===== src/rtl/bus_arbiter.sv =====
// Two-port (fetch, load/store) round-robin arbiter and sequencer in front of the bus controller.
// Latency: request in IDLE -> bus access next cycle -> requester ack two cycles after bus ack; requesters wait (req held) until ack.
module bus_arbiter #(
  parameter int ADDR_W         = 16,
  parameter int DATA_W         = 32,
  parameter int TIMEOUT_CYCLES = 64
) (
  input  logic              clk_i,
  input  logic              rst_i,
  input  logic              f_req_i,
  input  logic [ADDR_W-1:0] f_addr_i,
  output logic              f_ack_o,
  output logic [DATA_W-1:0] f_rdata_o,
  input  logic              ls_req_i,
  input  logic              ls_we_i,
  input  logic [1:0]        ls_size_i,
  input  logic [ADDR_W-1:0] ls_addr_i,
  input  logic [DATA_W-1:0] ls_wdata_i,
  output logic              ls_ack_o,
  output logic [DATA_W-1:0] ls_rdata_o,
  output logic              err_o,
  output logic              bus_access_o,
  output logic              bus_wr_en_o,
  output logic              bus_rd_en_o,
  output logic [1:0]        bus_size_o,
  output logic [ADDR_W-1:0] bus_addr_o,
  output logic [DATA_W-1:0] bus_wdata_o,
  input  logic [DATA_W-1:0] bus_rdata_i,
  input  logic              bus_ack_i,
  output logic              busy_o
);

  localparam int CNT_W = (TIMEOUT_CYCLES > 2) ? $clog2(TIMEOUT_CYCLES) : 1;
  localparam logic [CNT_W-1:0] CNT_MAX = CNT_W'(TIMEOUT_CYCLES - 1);
  localparam logic PORT_F  = 1'b0;
  localparam logic PORT_LS = 1'b1;

  typedef enum logic [1:0] {
    IDLE = 2'd0,
    BUSY = 2'd1,
    DONE = 2'd2
  } state_t;

  typedef struct packed {
    logic              owner;
    logic              we;
    logic [1:0]        size;
    logic [ADDR_W-1:0] addr;
    logic [DATA_W-1:0] wdata;
  } xfer_t;

  state_t            state_q, state_d;
  xfer_t             xfer_q, xfer_d;
  logic [CNT_W-1:0]  cnt_q, cnt_d;
  logic              last_grant_q, last_grant_d;
  logic              tmo_q, tmo_d;
  logic [DATA_W-1:0] rdata_q, rdata_d;
  logic [DATA_W-1:0] f_rdata_q, f_rdata_d;
  logic [DATA_W-1:0] ls_rdata_q, ls_rdata_d;
  logic              f_ack_q, f_ack_d;
  logic              ls_ack_q, ls_ack_d;
  logic              err_q, err_d;

  logic f_pend, ls_pend, pick_ls;

  // A port whose ack is on the wire this cycle is retiring its request, so it cannot win again.
  assign f_pend  = f_req_i  & ~f_ack_q;
  assign ls_pend = ls_req_i & ~ls_ack_q;
  assign pick_ls = ls_pend & (~f_pend | (last_grant_q == PORT_F));

  always_comb begin
    state_d      = state_q;
    xfer_d       = xfer_q;
    cnt_d        = cnt_q;
    last_grant_d = last_grant_q;
    tmo_d        = tmo_q;
    rdata_d      = rdata_q;
    f_rdata_d    = f_rdata_q;
    ls_rdata_d   = ls_rdata_q;
    f_ack_d      = 1'b0;
    ls_ack_d     = 1'b0;
    err_d        = 1'b0;

    case (state_q)
      IDLE: begin
        if (f_pend || ls_pend) begin
          if (pick_ls) begin
            xfer_d.owner = PORT_LS;
            xfer_d.we    = ls_we_i;
            xfer_d.size  = ls_size_i;
            xfer_d.addr  = ls_addr_i;
            xfer_d.wdata = ls_wdata_i;
          end else begin
            xfer_d.owner = PORT_F;
            xfer_d.we    = 1'b0;
            xfer_d.size  = 2'b10;
            xfer_d.addr  = f_addr_i;
            xfer_d.wdata = '0;
          end
          last_grant_d = pick_ls;
          cnt_d        = '0;
          tmo_d        = 1'b0;
          state_d      = BUSY;
        end
      end

      BUSY: begin
        // A bus ack on the expiry cycle still wins over the watchdog.
        if (bus_ack_i) begin
          rdata_d = xfer_q.we ? '0 : bus_rdata_i;
          tmo_d   = 1'b0;
          state_d = DONE;
        end else if (cnt_q == CNT_MAX) begin
          rdata_d = '0;
          tmo_d   = 1'b1;
          state_d = DONE;
        end else begin
          cnt_d = cnt_q + CNT_W'(1);
        end
      end

      DONE: begin
        if (xfer_q.owner == PORT_LS) begin
          ls_ack_d   = 1'b1;
          ls_rdata_d = rdata_q;
        end else begin
          f_ack_d   = 1'b1;
          f_rdata_d = rdata_q;
        end
        err_d   = tmo_q;
        state_d = IDLE;
      end

      default: state_d = IDLE;
    endcase
  end

  always_ff @(posedge clk_i) begin
    if (rst_i) begin
      state_q      <= IDLE;
      xfer_q       <= '0;
      cnt_q        <= '0;
      last_grant_q <= PORT_F;
      tmo_q        <= 1'b0;
      rdata_q      <= '0;
      f_rdata_q    <= '0;
      ls_rdata_q   <= '0;
      f_ack_q      <= 1'b0;
      ls_ack_q     <= 1'b0;
      err_q        <= 1'b0;
    end else begin
      state_q      <= state_d;
      xfer_q       <= xfer_d;
      cnt_q        <= cnt_d;
      last_grant_q <= last_grant_d;
      tmo_q        <= tmo_d;
      rdata_q      <= rdata_d;
      f_rdata_q    <= f_rdata_d;
      ls_rdata_q   <= ls_rdata_d;
      f_ack_q      <= f_ack_d;
      ls_ack_q     <= ls_ack_d;
      err_q        <= err_d;
    end
  end

  logic in_busy;
  assign in_busy = (state_q == BUSY);

  assign bus_access_o = in_busy;
  assign bus_wr_en_o  = in_busy & xfer_q.we;
  assign bus_rd_en_o  = in_busy & ~xfer_q.we;
  assign bus_size_o   = in_busy ? xfer_q.size  : 2'b00;
  assign bus_addr_o   = in_busy ? xfer_q.addr  : '0;
  assign bus_wdata_o  = in_busy ? xfer_q.wdata : '0;
  assign busy_o       = (state_q != IDLE);

  assign f_ack_o    = f_ack_q;
  assign ls_ack_o   = ls_ack_q;
  assign f_rdata_o  = f_rdata_q;
  assign ls_rdata_o = ls_rdata_q;
  assign err_o      = err_q;

endmodule

===== config.mk =====
export PLATFORM = sky130hd
export DESIGN_NAME = bus_arbiter
export DESIGN_NICKNAME = d
export VERILOG_FILES = /design/src/rtl/bus_arbiter.sv
export SDC_FILE = /design/constraint.sdc
export NUM_CORES = 1
export LEC_CHECK = 0
export CAP_MARGIN = 15
export CORE_MARGIN = 2
export CORE_UTILIZATION = 55
export DETAILED_ROUTE_END_ITERATION = 10
export DONT_BUFFER_PORTS = 1
export GPL_TIMING_DRIVEN = 0
export PLACE_DENSITY = 0.7
export SYNTH_ARGS = -nofsm -noshare
export SYNTH_HDL_FRONTEND = slang
export SYNTH_SLANG_ARGS = --single-unit
export TNS_END_PERCENT = 5

===== constraint.sdc =====
create_clock -name clk_i -period 1.6 [get_ports clk_i]
set_input_delay 0.24 -clock clk_i [delete_from_list [all_inputs] [get_ports clk_i]]
set_output_delay 0.24 -clock clk_i [all_outputs]
set_load 0.02 [all_outputs]

Yosys cells after proc, flatten, opt, wreduce, memory -nomap -nowiden --
Cells that the tools add are included.
Cells by class: bitwise logic cells 13, muxes and demuxes 21, eq/ne operators 7, $add $sub $neg 1, reduce and logical (&&, ||, !) cells 13
Operator list (count):
- $mux 32 | 4
- $mux 52 | 1
- $mux 6 | 3
- $mux 16 | 1
- $pmux 6 s2 | 1
- $reduce_and 2->1 | 5
- $mux 2 | 4
- $not 1->1 | 7
- $add 6x1->6 const B | 1
- $eq 6x6->1 const B | 1
- $ne 2x2->1 const B | 3
- $reduce_bool 2->1 | 3
- $and 1x1->1 | 5
- $mux 1 | 5
- $pmux 2 s2 | 1
- $reduce_and 4->1 | 1
- $ne 3x2->1 const B | 1
- $reduce_and 3->1 | 1
- $eq 2x1->1 const B | 1
- $eq 2x2->1 const B | 1
- $logic_not 2->1 | 1
- $pmux 1 s2 | 1
- $reduce_or 2->1 | 1
- $logic_or 1x1->1 | 1
- $or 1x1->1 | 1
Word-level totals: bits of input ports 104, register bits after elaboration 161, word-level logic and storage cells 70

Depth between registers and ports, before layout --
word-level depth 6, mapped depth 7

Least setup slack after synthesis --
OpenSTA, ideal clock, no wires.
path kind register to output, start reg state_q[1], end out bus_wdata_o[23], arrival time 1287 ps, slack 73 ps, required time 1360 ps, cell stages (with the launch flop) 6, cells stage by stage dfxtp_1 -> buf_4 -> nand2b_4 -> inv_2 -> clkbuf_1 -> and2_1
Between the ends: cells in the longest elaborated chain, start to end 2
RTL lines:
- start, declared | line 52 | state_t state_q, state_d;
- start signal, assigned | line 152 | state_q <= state_d;
- $eq 2x1->1 | line 167 | assign in_busy = (state_q == BUSY);
- net bus_access_o | line 22 | output logic bus_access_o,
- $mux 32 | line 174 | assign bus_wdata_o = in_busy ? xfer_q.wdata : '0;
- end, declared | line 27 | output logic [DATA_W-1:0] bus_wdata_o,
The timed path passes the listed nets, and every way through them passes these cells.

Final worst setup path --
start reg state_q[1], end out bus_wdata_o[1]
Between the ends: cells in the longest elaborated chain, start to end 2
RTL lines (line):
- $eq 2x1->1 | 167
- $mux 32 | 174
No other way between the ends.

==> results.cfg <==
[outcome]
status = complete, but fails checks
violations = setup timing

[yosys]
async_reset_ff_share_pct = 0
ys_warn_count = 0
yosysTopAreaCellShare_pct = 52.7
synthesis.area_um2 = 6080
yosysSeqAreaShare_pct = 52.7
yosys.area.top_type = dfxtp_1
synthFlopType = dfxtp_1
avgSynthCellArea_um2 = 9.04
synthCells = 673
synthTopCellsByCount = 160 x dfxtp_1, 133 x nand2_1, 71 x a21oi_1
synth_area_leaders = dfxtp_1 53%, nand2_1 8.2%, a21oi_1 5.8%
synth_most_common_cell = dfxtp_1
synth_edf_count = 0
syn-num-nets = 778
ys_ff_latch = 160
ys_types = 43

[critical_path]
cp.depth = 5
cp.arrival_ps = 1590
path_buf_inv = 3
worst_r2r_path_depth = 9
timing.rr.start = state_q[0]
path_max_fanout = 7
cp_slowest_cell = dfxtp_2
crit_path_end = bus_wdata_o[1]
crit_family = buffers and inverters
rrSetupSlack_ps = -90
crit_start = state_q[1]
critPathCaptureType = output pin
worstPathRequired_ps = 1360
path_class = flip-flop to output pin
worst_path_largest_cell_delay_ps = 330
r2r_end = xfer_q[13]
crit_chain = nand2b_4 > inv_6 > buf_12 > clkbuf_16 > and2_4
start_kind = flip-flop

[final_layout]
antenna_cells = 0
seq_area_um2 = 3210
multi_input_area_um2 = 2760
layout.nets = 908
syn2layout_area_growth_pct = 36.6
fill_cells = 704
utilization_pct = 77.0
drive_gt1_share_pct = 19.7

[grt]
grt_pass1_wl_mm = 27.1
grt_antenna_before_repair = 0
gr-total-overflow = 0
grt_pass1_vias = 5383
grt_use_total_pct = 29.7
grt_max_degree = 17

[routing]
vias = 5557
wirelength_mm = 18.7
viasPerCell = 5.81
drc = 0
drt_pre_antenna_iters = 5
drtIter0Drc = 526
wire_per_inst_um = 19.6
antenna_left = 0

[floorplan]
num_rows = 38
pin_count = 225
die_y_um = 109
initial_utilization_pct = 56.4
die_x_um = 109
core-area_um2 = 10800
die_area_um2 = 11900

[clock_tree]
cts.sinks = 160
cts_max_level = 4
cts_tree = yes
cts.path.max_buffers = 2
cts_buffers = 17
clkLatencyLatePin_ps = 530
clock-root-buffer = clkbuf_8
clk_pin_slew_ps = 60

[power_and_ir_drop]
power_density_nw_per_um2 = 1150
p_leak_nw = 3.19
ir_worst_vdd_uv = 884

[placement]
dp_slack_ps = -319
place.gp.congestion = 0.817
hpwlAfterDp_mm = 10.9
io_buffers = 0

[sta]
relSlewSlack_pct = 62.0
period_share_pct = 114
fmax_ghz = 0.547
slew_violations = 0
rsz0062_at_grt = true
hold_viol = 0
fin_crit_ps = 1830
setup_slack_ps = -226
fin_worst_skew_ps = 4.98
setup_violations = 79
worst_slew_pin_slew_ps = 570

[worst_hold_path]
holdCritPathClass = input port to flip-flop

[job]
maxCapViolations = 0
## cell type report
cell class,instances,area share [%]
Inverter,3,0.226
Sequential cell,160,38.7
Multi-Input combinational cell,455,33.2
Clock inverter,10,1.61
Clock buffer,22,5.45
Tap cell,140,2.11
Buffer,54,5.12
Timing Repair Buffer,112,13.6
## power by group
| group | switching (mW) | total, mW | internal [mW] |
|---|---|---|---|
| Combinational | 0.664 | 1.26 | 0.597 |
| Sequential | 0.116 | 4.26 | 4.14 |
| Clock | 1.58 | 4.03 | 2.46 |
## cells in the final DEF (no fill, tap or decap), types with 3 or more instances in the layout
cell           instances
nor3_1                 4
buf_2                 10
a22o_1                32
dfxtp_1              154
and2_2                 6
clkbuf_8               3
dfxtp_2                5
nand3_1                8
buf_6                 10
and2_4                45
clkbuf_1              17
a21oi_1               70
dlygate4sd3_1         98
nand2_1              133
a22oi_1               32
nand3b_1               3
buf_4                 16
o211ai_1               3
mux2i_1               15
clkbuf_4               5
clkinv_2               4
bufinv_16              3
clkbuf_16             19
nor2_1                55
a31oi_1                3
clkbuf_2               4
a211oi_1              16
## metal layers
layer | share of wire, % | GRT usage (%) | vias up
met5 | 0 | 0.893 | -
met4 | 2.4 | 11.9 | 0
met3 | 9.2 | 9.80 | 45
met2 | 50 | 50.4 | 277
met1 | 38 | 34.2 | 2676
li1 | - | - | 2559
## worst min-delay path by stage
stage	startpoint	end	slack [ps]	cells after the start
2_1_floorplan	bus_rdata_i[10]	rdata_q[10]	370	1
3_3_place_gp	bus_rdata_i[21]	rdata_q[21]	370	1
3_5_place_dp	bus_rdata_i[6]	rdata_q[6]	370	1
4_1_cts	f_addr_i[15]	xfer_q[47]	4	2
5_1_grt	rst_i	rdata_q[0]	40	2
6_report	rst_i	rdata_q[0]	30	2
## through the flow
stage               cell area, um2  hold slack [ps]  setup TNS, ps  power (mW)  std cells
global placement              6260              367         -15950        5.08        813
detailed placement            6260              370         -17960        5.10        813
finish                        8310             29.1         -10300        9.55        956
CTS                           8120             4.28         -22260        9.41        948
floorplan                     6080              366              0        4.92        673
global route                  8310             35.3         -16310        9.86        956
## kinds of logic (layout without fill, tap and decap cells)
logic type,after synthesis,after routing,synth area share [%]
flops,160,160,52.7
simple gates,270,270,20.7
compound gates,168,168,18.5
fa+ha+maj,1,1,0.206
buf+inv,58,201,5.33
mux,16,16,2.63
## worst register-to-register path, stage by stage, from the launching register on
cell,delay [ps]
dfxtp_2,310
buf_6,110
buf_4,160
nor2_4,140
inv_4,80
a211oi_4,280
buf_4,200
buf_6,140
a22oi_1,100
nor2_1,100
## flip-flops by register name (all words and copies together) (netlist names)
register / flops
cnt_q: 6
err_o: 1
f_ack_o: 1
f_rdata_o: 32
ls_ack_o: 1
ls_rdata_o: 32
rdata_q: 32
state_q: 2
tmo_q: 1
xfer_q: 52
## timing repair
action	4_1_cts	5_1_grt
buffers inserted	3	7
endpoints found under the setup margin	128	196
resized for setup	120	48
hold buffers	98	0
pin swaps	21	4
hold endpoints to repair	87	0
cloned	2	2
Note: power is estimated with default switching activity, not from simulation.
